File: config.mk
export PLATFORM = sky130hd
export DESIGN_NAME = bf_exec_core_flat
export DESIGN_NICKNAME = d
export VERILOG_FILES = /design/src/rtl/bf_exec_core_pkg.sv /design/src/rtl/bf_exec_core_if.sv /design/src/rtl/bf_exec_core_skip_scanner.sv /design/src/rtl/bf_exec_core.sv /design/src/flat_wrapper.sv
export SDC_FILE = /design/constraint.sdc
export NUM_CORES = 1
export LEC_CHECK = 0
export CAP_MARGIN = 20
export CORE_ASPECT_RATIO = 0.9
export CORE_MARGIN = 2
export CORE_UTILIZATION = 35
export CTS_BUF_LIST = sky130_fd_sc_hd__clkbuf_4 sky130_fd_sc_hd__clkbuf_8 sky130_fd_sc_hd__clkbuf_16
export CTS_CLUSTER_DIAMETER = 150
export DETAILED_ROUTE_END_ITERATION = 6
export GPL_TIMING_DRIVEN = 1
export SLEW_MARGIN = 20
export SYNTH_ARGS = -nofsm -noshare
export SYNTH_HDL_FRONTEND = slang
export SYNTH_SLANG_ARGS = --single-unit
export TNS_END_PERCENT = 1
File: constraint.sdc
create_clock -name i_clock -period 3 [get_ports i_clock]
set_clock_uncertainty 0.05 [all_clocks]
set_input_delay 0.6 -clock i_clock [delete_from_list [all_inputs] [get_ports i_clock]]
set_output_delay 0.6 -clock i_clock [all_outputs]
set_load 0.05 [all_outputs]
File: src/rtl/bf_exec_core_pkg.sv
// Shared definitions for the BrainHack execution core: FSM states, error
// codes and the ASCII opcode bytes of the 8-op instruction set.
package bf_exec_core_pkg;

  typedef enum logic [2:0] {
    ST_IDLE    = 3'd0,
    ST_FETCH   = 3'd1,
    ST_EXEC    = 3'd2,
    ST_SKIP    = 3'd3,
    ST_IO_WAIT = 3'd4,
    ST_HALT    = 3'd5
  } state_e;

  typedef enum logic [1:0] {
    ERR_NONE            = 2'd0,
    ERR_STACK_OVERFLOW  = 2'd1,
    ERR_UNMATCHED_CLOSE = 2'd2,
    ERR_UNMATCHED_OPEN  = 2'd3
  } err_e;

  localparam logic [7:0] OP_INC   = 8'h2B;  // +
  localparam logic [7:0] OP_DEC   = 8'h2D;  // -
  localparam logic [7:0] OP_RIGHT = 8'h3E;  // >
  localparam logic [7:0] OP_LEFT  = 8'h3C;  // <
  localparam logic [7:0] OP_OPEN  = 8'h5B;  // [
  localparam logic [7:0] OP_CLOSE = 8'h5D;  // ]
  localparam logic [7:0] OP_OUT   = 8'h2E;  // .
  localparam logic [7:0] OP_IN    = 8'h2C;  // ,
  localparam logic [7:0] OP_HALT  = 8'h00;

endpackage

File: src/rtl/bf_exec_core_if.sv
// Byte streams of the execution core.
//   '.' stream: o_out_valid / o_out_data (core -> env), i_out_ready (env -> core)
//   ',' stream: i_in_valid / i_in_data (env -> core), o_in_ready (core -> env)
// Signal names keep the core-relative o_/i_ prefixes so both sides read the
// same names. Modport core is the master (the execution core), env the slave.
interface bf_exec_core_if #(
  parameter int TAPE_DATA_WIDTH = 8
);

  logic                       o_out_valid;
  logic [TAPE_DATA_WIDTH-1:0] o_out_data;
  logic                       i_out_ready;
  logic                       i_in_valid;
  logic [TAPE_DATA_WIDTH-1:0] i_in_data;
  logic                       o_in_ready;

  modport core (
    output o_out_valid, o_out_data, o_in_ready,
    input  i_out_ready, i_in_valid, i_in_data
  );

  modport env (
    input  o_out_valid, o_out_data, o_in_ready,
    output i_out_ready, i_in_valid, i_in_data
  );

endinterface

File: src/rtl/bf_exec_core_skip_scanner.sv
// Forward bracket scanner used while skipping a loop whose cell is zero.
// Ports:
//   i_clock, i_reset_n  clock and synchronous active-low reset
//   i_load              arm the scanner (depth <= 1), from the '[' that starts the skip
//   i_scan              one program byte is being examined this cycle
//   i_byte              the program byte at i_pc
//   i_pc                current program address
//   o_match             this byte is the ']' that closes the skipped loop
//   o_unmatched         last program address reached without a match
module bf_skip_scanner
  import bf_exec_core_pkg::*;
#(
  parameter int PRGMEM_ADDR_WIDTH = 8,
  parameter int SKIP_DEPTH_WIDTH  = 8
) (
  input  logic                         i_clock,
  input  logic                         i_reset_n,
  input  logic                         i_load,
  input  logic                         i_scan,
  input  logic [7:0]                   i_byte,
  input  logic [PRGMEM_ADDR_WIDTH-1:0] i_pc,
  output logic                         o_match,
  output logic                         o_unmatched
);

  localparam logic [SKIP_DEPTH_WIDTH-1:0] DEPTH_ONE = 1;
  localparam logic [SKIP_DEPTH_WIDTH-1:0] DEPTH_MAX = '1;
  localparam logic [PRGMEM_ADDR_WIDTH-1:0] PC_LAST  = '1;

  logic [SKIP_DEPTH_WIDTH-1:0] depth_d, depth_q;

  // NOTE: every signal written here gets a default first, so no path leaves
  // it unassigned and no latch is inferred.
  always_comb begin
    depth_d     = depth_q;
    o_match     = 1'b0;
    o_unmatched = 1'b0;
    if (i_load) begin
      depth_d = DEPTH_ONE;
    end else if (i_scan) begin
      if (i_byte == OP_OPEN) begin
        // Saturate instead of wrapping so deep nesting never fakes a match.
        if (depth_q != DEPTH_MAX) depth_d = depth_q + DEPTH_ONE;
      end else if (i_byte == OP_CLOSE) begin
        depth_d = depth_q - DEPTH_ONE;
        o_match = (depth_q == DEPTH_ONE);
      end
      o_unmatched = !o_match && (i_pc == PC_LAST);
    end
  end

  // NOTE: state registers use non-blocking assignments so every flop samples
  // the pre-edge values of the others.
  always_ff @(posedge i_clock) begin
    if (!i_reset_n) depth_q <= '0;
    else            depth_q <= depth_d;
  end

endmodule

File: src/rtl/bf_exec_core.sv
// BrainHack execution core: fetches from an external program ROM, works on
// external tape and loop-stack RAMs (all async read, sync write) and streams
// '.' / ',' bytes over valid/ready.
// Ports:
//   i_clock, i_reset_n      clock, synchronous active-low reset
//   i_start                 run pulse, honoured in IDLE or HALT only
//   o_busy, o_halted        run status; o_error: 0 none, 1 stack overflow,
//                           2 unmatched ']', 3 unmatched '['
//   o_prgmem_addr/i_prgmem_data           program ROM (PC / instruction byte)
//   o_tape_addr/i_tape_data/o_tape_in/o_tape_data      tape RAM
//   o_stack_addr/i_stack_data/o_stack_in/o_stack_data  loop-stack RAM
//   io                      '.' and ',' byte streams
module bf_exec_core
  import bf_exec_core_pkg::*;
#(
  parameter int TAPE_DATA_WIDTH   = 8,
  parameter int TAPE_ADDR_WIDTH   = 8,
  parameter int PRGMEM_ADDR_WIDTH = 8,
  parameter int STACK_ADDR_WIDTH  = 4,
  parameter int SKIP_DEPTH_WIDTH  = 8
) (
  input  logic                         i_clock,
  input  logic                         i_reset_n,
  input  logic                         i_start,
  output logic                         o_busy,
  output logic                         o_halted,
  output logic [1:0]                   o_error,
  output logic [PRGMEM_ADDR_WIDTH-1:0] o_prgmem_addr,
  input  logic [7:0]                   i_prgmem_data,
  output logic [TAPE_ADDR_WIDTH-1:0]   o_tape_addr,
  input  logic [TAPE_DATA_WIDTH-1:0]   i_tape_data,
  output logic                         o_tape_in,
  output logic [TAPE_DATA_WIDTH-1:0]   o_tape_data,
  output logic [STACK_ADDR_WIDTH-1:0]  o_stack_addr,
  input  logic [PRGMEM_ADDR_WIDTH-1:0] i_stack_data,
  output logic                         o_stack_in,
  output logic [PRGMEM_ADDR_WIDTH-1:0] o_stack_data,
  bf_exec_core_if.core                 io
);

  localparam logic [PRGMEM_ADDR_WIDTH-1:0] PC_ONE   = 1;
  localparam logic [PRGMEM_ADDR_WIDTH-1:0] PC_LAST  = '1;
  localparam logic [TAPE_ADDR_WIDTH-1:0]   PTR_ONE  = 1;
  localparam logic [TAPE_DATA_WIDTH-1:0]   CELL_ONE = 1;
  localparam logic [STACK_ADDR_WIDTH-1:0]  SA_ONE   = 1;
  localparam logic [STACK_ADDR_WIDTH:0]    SP_ONE   = 1;
  // sp carries one extra bit so a completely full stack is representable.
  localparam logic [STACK_ADDR_WIDTH:0]    SP_FULL  = {1'b1, {STACK_ADDR_WIDTH{1'b0}}};

  state_e                       state_d, state_q;
  err_e                         err_d, err_q;
  logic [PRGMEM_ADDR_WIDTH-1:0] pc_d, pc_q;
  logic [TAPE_ADDR_WIDTH-1:0]   ptr_d, ptr_q;
  logic [STACK_ADDR_WIDTH:0]    sp_d, sp_q;
  logic [7:0]                   ir_d, ir_q;

  logic                         advance;
  logic                         cell_nz;
  logic [PRGMEM_ADDR_WIDTH-1:0] pc_inc;
  logic                         skip_load, skip_scan, skip_match, skip_unmatched;
  logic                         tape_we, stack_we;
  logic [TAPE_DATA_WIDTH-1:0]   tape_wdata;
  logic [PRGMEM_ADDR_WIDTH-1:0] stack_wdata;
  logic [STACK_ADDR_WIDTH-1:0]  stack_addr;

  assign cell_nz = (i_tape_data != '0);
  assign pc_inc  = pc_q + PC_ONE;

  bf_skip_scanner #(
    .PRGMEM_ADDR_WIDTH (PRGMEM_ADDR_WIDTH),
    .SKIP_DEPTH_WIDTH  (SKIP_DEPTH_WIDTH)
  ) u_skip (
    .i_clock     (i_clock),
    .i_reset_n   (i_reset_n),
    .i_load      (skip_load),
    .i_scan      (skip_scan),
    .i_byte      (i_prgmem_data),
    .i_pc        (pc_q),
    .o_match     (skip_match),
    .o_unmatched (skip_unmatched)
  );

  always_comb begin
    state_d     = state_q;
    err_d       = err_q;
    pc_d        = pc_q;
    ptr_d       = ptr_q;
    sp_d        = sp_q;
    ir_d        = ir_q;
    advance     = 1'b0;
    skip_load   = 1'b0;
    skip_scan   = 1'b0;
    tape_we     = 1'b0;
    tape_wdata  = '0;
    stack_we    = 1'b0;
    stack_wdata = '0;
    stack_addr  = sp_q[STACK_ADDR_WIDTH-1:0];

    unique case (state_q)
      ST_IDLE, ST_HALT: begin
        if (i_start) begin
          pc_d    = '0;
          ptr_d   = '0;
          sp_d    = '0;
          err_d   = ERR_NONE;
          state_d = ST_FETCH;
        end
      end

      ST_FETCH: begin
        ir_d    = i_prgmem_data;
        state_d = (i_prgmem_data == OP_HALT) ? ST_HALT : ST_EXEC;
      end

      ST_EXEC: begin
        case (ir_q)
          OP_INC: begin
            tape_we    = 1'b1;
            tape_wdata = i_tape_data + CELL_ONE;
            advance    = 1'b1;
          end
          OP_DEC: begin
            tape_we    = 1'b1;
            tape_wdata = i_tape_data - CELL_ONE;
            advance    = 1'b1;
          end
          OP_RIGHT: begin
            ptr_d   = ptr_q + PTR_ONE;
            advance = 1'b1;
          end
          OP_LEFT: begin
            ptr_d   = ptr_q - PTR_ONE;
            advance = 1'b1;
          end
          OP_OPEN: begin
            if (cell_nz) begin
              if (sp_q == SP_FULL) begin
                err_d   = ERR_STACK_OVERFLOW;
                state_d = ST_HALT;
              end else begin
                stack_we    = 1'b1;
                stack_wdata = pc_inc;
                sp_d        = sp_q + SP_ONE;
                advance     = 1'b1;
              end
            end else if (pc_q == PC_LAST) begin
              state_d = ST_HALT;  // PC would leave the program: plain halt
            end else begin
              skip_load = 1'b1;
              pc_d      = pc_inc;
              state_d   = ST_SKIP;
            end
          end
          OP_CLOSE: begin
            // Top of stack lives at sp-1; the loop re-enters without a pop.
            stack_addr = sp_q[STACK_ADDR_WIDTH-1:0] - SA_ONE;
            if (sp_q == '0) begin
              err_d   = ERR_UNMATCHED_CLOSE;
              state_d = ST_HALT;
            end else if (cell_nz) begin
              pc_d    = i_stack_data;
              state_d = ST_FETCH;
            end else begin
              sp_d    = sp_q - SP_ONE;
              advance = 1'b1;
            end
          end
          OP_OUT, OP_IN: state_d = ST_IO_WAIT;
          default:       advance = 1'b1;  // any other byte is a NOP
        endcase
      end

      ST_SKIP: begin
        skip_scan = 1'b1;
        if (skip_match) begin
          advance = 1'b1;
        end else if (skip_unmatched) begin
          err_d   = ERR_UNMATCHED_OPEN;
          state_d = ST_HALT;
        end else begin
          pc_d = pc_inc;
        end
      end

      ST_IO_WAIT: begin
        if (ir_q == OP_OUT) begin
          advance = io.i_out_ready;
        end else if (io.i_in_valid) begin
          tape_we    = 1'b1;
          tape_wdata = io.i_in_data;
          advance    = 1'b1;
        end
      end

      default: state_d = ST_IDLE;
    endcase

    // Common "next instruction" step; running off the top address halts.
    if (advance) begin
      if (pc_q == PC_LAST) begin
        state_d = ST_HALT;
      end else begin
        pc_d    = pc_inc;
        state_d = ST_FETCH;
      end
    end
  end

  // NOTE: only control registers are reset; tape, program and stack storage
  // are external and deliberately keep their contents across reset.
  always_ff @(posedge i_clock) begin
    if (!i_reset_n) begin
      state_q <= ST_IDLE;
      err_q   <= ERR_NONE;
      pc_q    <= '0;
      ptr_q   <= '0;
      sp_q    <= '0;
      ir_q    <= '0;
    end else begin
      state_q <= state_d;
      err_q   <= err_d;
      pc_q    <= pc_d;
      ptr_q   <= ptr_d;
      sp_q    <= sp_d;
      ir_q    <= ir_d;
    end
  end

  assign o_busy        = (state_q == ST_FETCH) || (state_q == ST_EXEC) ||
                         (state_q == ST_SKIP)  || (state_q == ST_IO_WAIT);
  assign o_halted      = (state_q == ST_HALT);
  assign o_error       = err_q;
  assign o_prgmem_addr = pc_q;
  assign o_tape_addr   = ptr_q;
  assign o_tape_in     = tape_we;
  assign o_tape_data   = tape_wdata;
  assign o_stack_addr  = stack_addr;
  assign o_stack_in    = stack_we;
  assign o_stack_data  = stack_wdata;

  // Stream handshakes come from registered state only, never from the peer's
  // valid/ready, so there is no combinational loop through the environment.
  assign io.o_out_valid = (state_q == ST_IO_WAIT) && (ir_q == OP_OUT);
  assign io.o_out_data  = io.o_out_valid ? i_tape_data : '0;
  assign io.o_in_ready  = (state_q == ST_IO_WAIT) && (ir_q == OP_IN);

endmodule

File: src/flat_wrapper.sv
// flat-port wrapper written by rule: the top's interface ports become plain ports
module bf_exec_core_flat import bf_exec_core_pkg::*;
#(
  parameter int TAPE_DATA_WIDTH   = 8,
  parameter int TAPE_ADDR_WIDTH   = 8,
  parameter int PRGMEM_ADDR_WIDTH = 8,
  parameter int STACK_ADDR_WIDTH  = 4,
  parameter int SKIP_DEPTH_WIDTH  = 8
)
  (i_clock, i_reset_n, i_start, o_busy, o_halted, o_error, o_prgmem_addr, i_prgmem_data, o_tape_addr, i_tape_data, o_tape_in, o_tape_data, o_stack_addr, i_stack_data, o_stack_in, o_stack_data, io_o_out_valid, io_o_out_data, io_o_in_ready, io_i_out_ready, io_i_in_valid, io_i_in_data);
  bf_exec_core_if #(.TAPE_DATA_WIDTH(TAPE_DATA_WIDTH)) io_i ();
  input  logic i_clock;
  input  logic i_reset_n;
  input  logic i_start;
  output logic o_busy;
  output logic o_halted;
  output logic [1:0] o_error;
  output logic [PRGMEM_ADDR_WIDTH-1:0] o_prgmem_addr;
  input  logic [7:0] i_prgmem_data;
  output logic [TAPE_ADDR_WIDTH-1:0] o_tape_addr;
  input  logic [TAPE_DATA_WIDTH-1:0] i_tape_data;
  output logic o_tape_in;
  output logic [TAPE_DATA_WIDTH-1:0] o_tape_data;
  output logic [STACK_ADDR_WIDTH-1:0] o_stack_addr;
  input  logic [PRGMEM_ADDR_WIDTH-1:0] i_stack_data;
  output logic o_stack_in;
  output logic [PRGMEM_ADDR_WIDTH-1:0] o_stack_data;
  output wire logic [$bits(io_i.o_out_valid)-1:0] io_o_out_valid;
  output wire logic [$bits(io_i.o_out_data)-1:0] io_o_out_data;
  output wire logic [$bits(io_i.o_in_ready)-1:0] io_o_in_ready;
  input wire logic [$bits(io_i.i_out_ready)-1:0] io_i_out_ready;
  input wire logic [$bits(io_i.i_in_valid)-1:0] io_i_in_valid;
  input wire logic [$bits(io_i.i_in_data)-1:0] io_i_in_data;
  assign io_o_out_valid = io_i.o_out_valid;
  assign io_o_out_data = io_i.o_out_data;
  assign io_o_in_ready = io_i.o_in_ready;
  assign io_i.i_out_ready = io_i_out_ready;
  assign io_i.i_in_valid = io_i_in_valid;
  assign io_i.i_in_data = io_i_in_data;
  bf_exec_core #(.TAPE_DATA_WIDTH(TAPE_DATA_WIDTH), .TAPE_ADDR_WIDTH(TAPE_ADDR_WIDTH), .PRGMEM_ADDR_WIDTH(PRGMEM_ADDR_WIDTH), .STACK_ADDR_WIDTH(STACK_ADDR_WIDTH), .SKIP_DEPTH_WIDTH(SKIP_DEPTH_WIDTH)) u_core (.i_clock(i_clock), .i_reset_n(i_reset_n), .i_start(i_start), .o_busy(o_busy), .o_halted(o_halted), .o_error(o_error), .o_prgmem_addr(o_prgmem_addr), .i_prgmem_data(i_prgmem_data), .o_tape_addr(o_tape_addr), .i_tape_data(i_tape_data), .o_tape_in(o_tape_in), .o_tape_data(o_tape_data), .o_stack_addr(o_stack_addr), .i_stack_data(i_stack_data), .o_stack_in(o_stack_in), .o_stack_data(o_stack_data), .io(io_i));
endmodule
# After elaboration in Yosys (flattened, before gate mapping)
# Index checks and enable logic that the tools add are counted.
[totals]
inputBits = 37
elab_cells = 169
out_inout_bits = 52
ff_bits = 42
[op_classes]
addsub = 10
n_bitwise = 1
n_reduce_logical = 26
eq_ne = 39
muxes = 85
[op_table]
columns = ["op", "count"]
rows = [
  ["8-bit 2-to-1 mux", 20],
  ["8-bit one-hot mux with 2 select lines", 5],
  ["8-bit by 6-bit == test with 1-bit output (second input constant)", 6],
  ["3-bit 2-to-1 mux", 11],
  ["8-bit by 1-bit adder with 8-bit output (second input constant)", 4],
  ["8-bit by 7-bit == test with 1-bit output (second input constant)", 4],
  ["1-bit 2-to-1 mux", 26],
  ["5-bit 2-to-1 mux", 5],
  ["8-bit one-hot mux with 3 select lines", 1],
  ["8-bit by 1-bit subtractor with 8-bit output (second input constant)", 3],
  ["5-bit one-hot mux with 2 select lines", 2],
  ["3-bit by 2-bit inequality test with 1-bit output (second input constant)", 5],
  ["3-bit inequality test (second input constant)", 5],
  ["3-bit one-hot mux with 5 select lines", 1],
  ["7-bit AND reduction", 2],
  ["2-bit 2-to-1 mux", 6],
  ["5-bit by 4-bit inequality test with 1-bit output (second input constant)", 2],
  ["3-bit one-hot mux with 3 select lines", 1],
  ["3-bit AND reduction", 3],
  ["8-bit by 1-bit == test with 1-bit output (second input constant)", 1],
  ["8-bit == test (second input constant)", 1],
  ["8-bit logical NOT", 1],
  ["4-bit 2-to-1 mux", 2],
  ["8-bit inequality test (second input constant)", 1],
  ["other kinds (26)", 43],
]

# Longest topological paths before layout
[logic_depth]
word_depth = 15
depth_mapped = 11
depth_no_buf = 11

# Hierarchy
# Synthesis repeated with hierarchy kept, for this count alone.
[unflattened]
hier_cells = 540
area_unflattened_um2 = 4171.5
[modules_own_cells]
columns = ["mod", "instances", "area_each_um2", "seq_area_each_um2", "cells_per_inst"]
rows = [
  ["bf_exec_core", 1, 3495.9, 680.7, 454],
  ["bf_skip_scanner", 1, 675.6, 160.2, 86],
]

# Least setup slack after synthesis
# No wires, ideal clock.
[synth_path]
kind = "register -> output"
from = "register u_core.ir_q[4]"
to = "output port o_tape_data[7]"
arrival_time_ns = 3.413
slack_ns = -1.063
required_ns = 2.350
stages_incl_launch_ff = 11
path_cell_list = "dfxtp_1 nor4b_2 and3_1 ha_1 a21o_1 a21oi_1 nor2b_1 o21a_1 o41ai_1 xnor2_1 o21ai_0"
[synth_between]
elab_chain_len = 3
[synth_rtl]
columns = ["element", "line_no", "text"]
rows = [
  ["from (decl)", "bf_exec_core.sv:55", "logic [7:0] ir_d, ir_q;"],
  ["from (signal assigned)", "bf_exec_core.sv:225", "ir_q <= ir_d;"],
  ["8-bit by 6-bit == test with 1-bit output (on tied branches)", "bf_exec_core.sv:116, bf_exec_core.sv:186", ""],
  ["8-bit one-hot mux with 2 select lines / 8-bit 2-to-1 mux (equally long branches)", "bf_exec_core.sv:116, bf_exec_core.sv:186", ""],
  ["8-bit one-hot mux with 2 select lines *", "bf_exec_core.sv:99", "unique case (state_q)"],
  ["to (decl)", "flat_wrapper.sv:23", "output logic [TAPE_DATA_WIDTH-1:0] o_tape_data;"],
]
# Every way passes the cells marked *; elsewhere a longest branch is shown, timed or not.

# Worst setup path after layout
# Same ends and word-level chain as after synthesis.

==> flow_summary.yaml <==
outcome:
  status: "complete, but fails checks"
  violations: "setup timing"
routing:
  antenna_left: 0
  routed.top_layer: "met4"
  drc: 0
  drt-wirelength-per-cell_um: 15.3
  drt-total-wl_um: 12200
  wl_met3_um: 669
  wl_met1_um: 5720
  drtIter0Drc: 177
  dr.pass1.iters: 5
  dr_total_vias: 4208
  dr_wl_met2_um: 5580
  vias_per_cell: 5.29
yosys:
  ys_ff_latch: 42
  synth_edf_count: 0
  synthCells: 499
  ys_seq_area_share_pct: 21.4
  ys_types: 83
  synth_area_leaders: "dfxtp_1, ha_1, nor2_1"
  synth_top_cell_by_area: "dfxtp_1"
  synth.net_count: 560
  ys_warn_count: 0
  syn-mean-instance-area_um2: 7.88
  ys.flop_type: "dfxtp_1"
  async_flop_share_pct: 0
  syn_area_um2: 3930
  synth_top_cell_area_share_pct: 21.4
floorplan:
  core_um2: 10900
  die_area_um2: 12100
  die_height_um: 105
  num_rows: 36
  die_w_um: 116
  boundaryPins: 89
  start_util_pct: 36.1
critical_path:
  startpoint_type: "flop"
  criticalPathCategory: "flop to output pin"
  cp-end-kind: "output pin"
  regToRegEndpoint: "u_core.o_tape_addr[6]$_SDFFE_PN0P_"
  worstPathRequired_ns: 2.35
  crit_arrival_ns: 2.73
  critPathMaxFanout: 4
  r2r-start: "u_core.ir_q[6]$_SDFFE_PN0P_"
  worstRegToRegCells: 14
  r2r_slack_ns: 0.20
cts:
  cts_tree: "yes"
  clk_latency_ns: 0.30
  cts_max_level: 2
  numCtsBuffers: 5
  path_clk_slew_ns: 0.07
  cts_buffer_depth: 2
  post_cts_buffers: 0
  cts.sinks: 42
  cts_hold_buf: 0
  cts-root-buf: "clkbuf_16"
sta:
  fmax_mhz: 296
  maxSlewHeadroom_pct: 28.0
  fin_setup_tns_ns: -1.07
  min_period_ns: 3.38
  setup_ws_ns: -0.381
  finalSetupViolCount: 4
  hold_viol: 0
  worst_slew_pin_slew_ns: 1.08
  fin_crit_sh_pct: 113
  drv_slew: 0
  grt_setup_unrepaired: "true"
placed_design:
  postPlaceCellArea_um2: 5720
  port_buffers: 88
  dp_hpwl_um: 9480
  gp_congestion: 0.926
cells_and_area:
  finalInstanceArea_um2: 6000
  drive_gt1_share_pct: 27.0
  syn2layout_area_growth_pct: 52.4
  n_antenna_cell: 0
  fin_nets: 704
global_route:
  antenna_found_initial: 0
  grt_pass1_vias: 4141
  grt_pass1_wl_um: 19900
  grt_max_degree: 26
  track_usage_pct: 20.1
  grt_overflow: 0
worst_hold_path:
  min_from: "u_core.o_error[1]$_SDFFE_PN0P_"
  holdPathStages: 2
  hp-class: "flop to flop"
  whs_endpoint: "u_core.o_error[1]$_SDFFE_PN0P_"
power_and_ir_drop:
  p_per_area_nw_per_um2: 499
  power_leakage_nw: 2.45
  vdd_drop_max_mv: 0.277
flow_run:
  cap_violations: 0
cells by family after synthesis:
| group | Yosys count | synth area share [%] |
|---|---|---|
| xor+xnor | 35 | 7.79 |
| compound gates | 129 | 22.4 |
| flops | 42 | 21.4 |
| simple gates | 217 | 31.8 |
| mux | 13 | 3.34 |
| fa+ha+maj | 24 | 8.21 |
| buf+inv | 39 | 5.06 |
cells in the mapped netlist, drive strengths merged, types with 9 or more instances:
library cell   n
xnor2         18
nor4           9
xor2          17
ha            21
clkbuf        11
inv           15
nor2          61
a21oi         34
o21ai         34
or3            9
nand3         17
and2          13
mux2i         12
nor3          17
dfxtp         42
buf           11
nand2         49
a21o          12
cell usage in the layout (no fill, tap or decap), drive strengths merged, types with 9 or more instances in the layout:
cell type and n:
buf 103, nor2 61, clkdlybuf4s50 51, nand2 49, dfxtp 42, a21oi 34, o21ai 34, ha 21
xnor2 18, xor2 17, nand3 17, inv 17, nor3 17, and2 13, a21o 12, mux2i 12
or3 9, nor4 9
worst max-delay path by stage:
stage,start,endpoint,slack [ns],depth (start not counted)
3_3_place_gp,i_tape_data[1],o_tape_data[7],-0.39,10
2_1_floorplan,u_core.state_q[0]$_SDFFE_PN0P_,o_tape_data[0],-0.24,5
4_1_cts,u_core.ir_q[4]$_SDFFE_PN0P_,o_tape_data[7],-0.41,11
6_report,u_core.ir_q[4]$_SDFFE_PN0P_,o_tape_data[7],-0.38,11
5_1_grt,u_core.ir_q[4]$_SDFFE_PN0P_,o_tape_data[7],-0.52,11
3_5_place_dp,i_tape_data[1],o_tape_data[7],-0.43,10
per-layer routing:
metal  up-vias  GRT usage, %
li1       2107             -
met3        21          2.61
met4         0          6.63
met2       136          32.4
met1      1944          27.7
met5         -             0
flip-flops by register name, summed over array words and instances, names as in the netlist:
signal / flops
u_core.state_q: 3
u_core.sp_q: 5
u_core.u_skip.depth_q: 8
u_core.o_tape_addr: 8
u_core.o_error: 2
u_core.o_prgmem_addr: 8
u_core.ir_q: 8
area by class of cell:
type	instances	area [um^2]
Timing Repair Buffer	159	1700
Clock buffer	5	125
Clock inverter	3	28.8
Tap cell	152	190
Inverter	17	63.8
Sequential cell	42	842
Multi-Input combinational cell	418	3050
Fill cell	1050	4900
through the flow:
stage                     setup slack, ns  hold WS, ns  std cells  power (mW)  utilization [%]
after floorplan                    -0.236        0.417        499        1.82                -
after global placement             -0.386        0.424        788        2.36             52.5
after detailed placement           -0.428        0.421        788        2.39             52.5
after CTS                          -0.408        0.438        796        2.98             54.2
after global routing               -0.524        0.462        796        3.17             55.0
final                              -0.381        0.431        796        2.99             55.0
power by group:
part / total, mW / internal [mW] / switching (mW)
combinational: 1.63 / 0.695 / 0.935
clock: 0.592 / 0.320 / 0.272
sequential: 0.771 / 0.641 / 0.129
timing repair:
action | in CTS | in global routing
resized for setup | 16 | 14
setup endpoints to repair | 16 | 23
gates cloned | 0 | 0
pin swaps | 5 | 1
critical path, stage by stage, from the launching register on:
cell	delay, ns
dfxtp_2	0.34
nor4b_4	0.30
and3_4	0.28
ha_4	0.20
a21o_1	0.16
a21oi_2	0.16
nor2b_1	0.07
o21a_1	0.21
o41ai_4	0.26
xnor2_2	0.12
o21ai_4	0.18
buf_12	0.15
No activity file was read; power rests on OpenSTA's default activity.
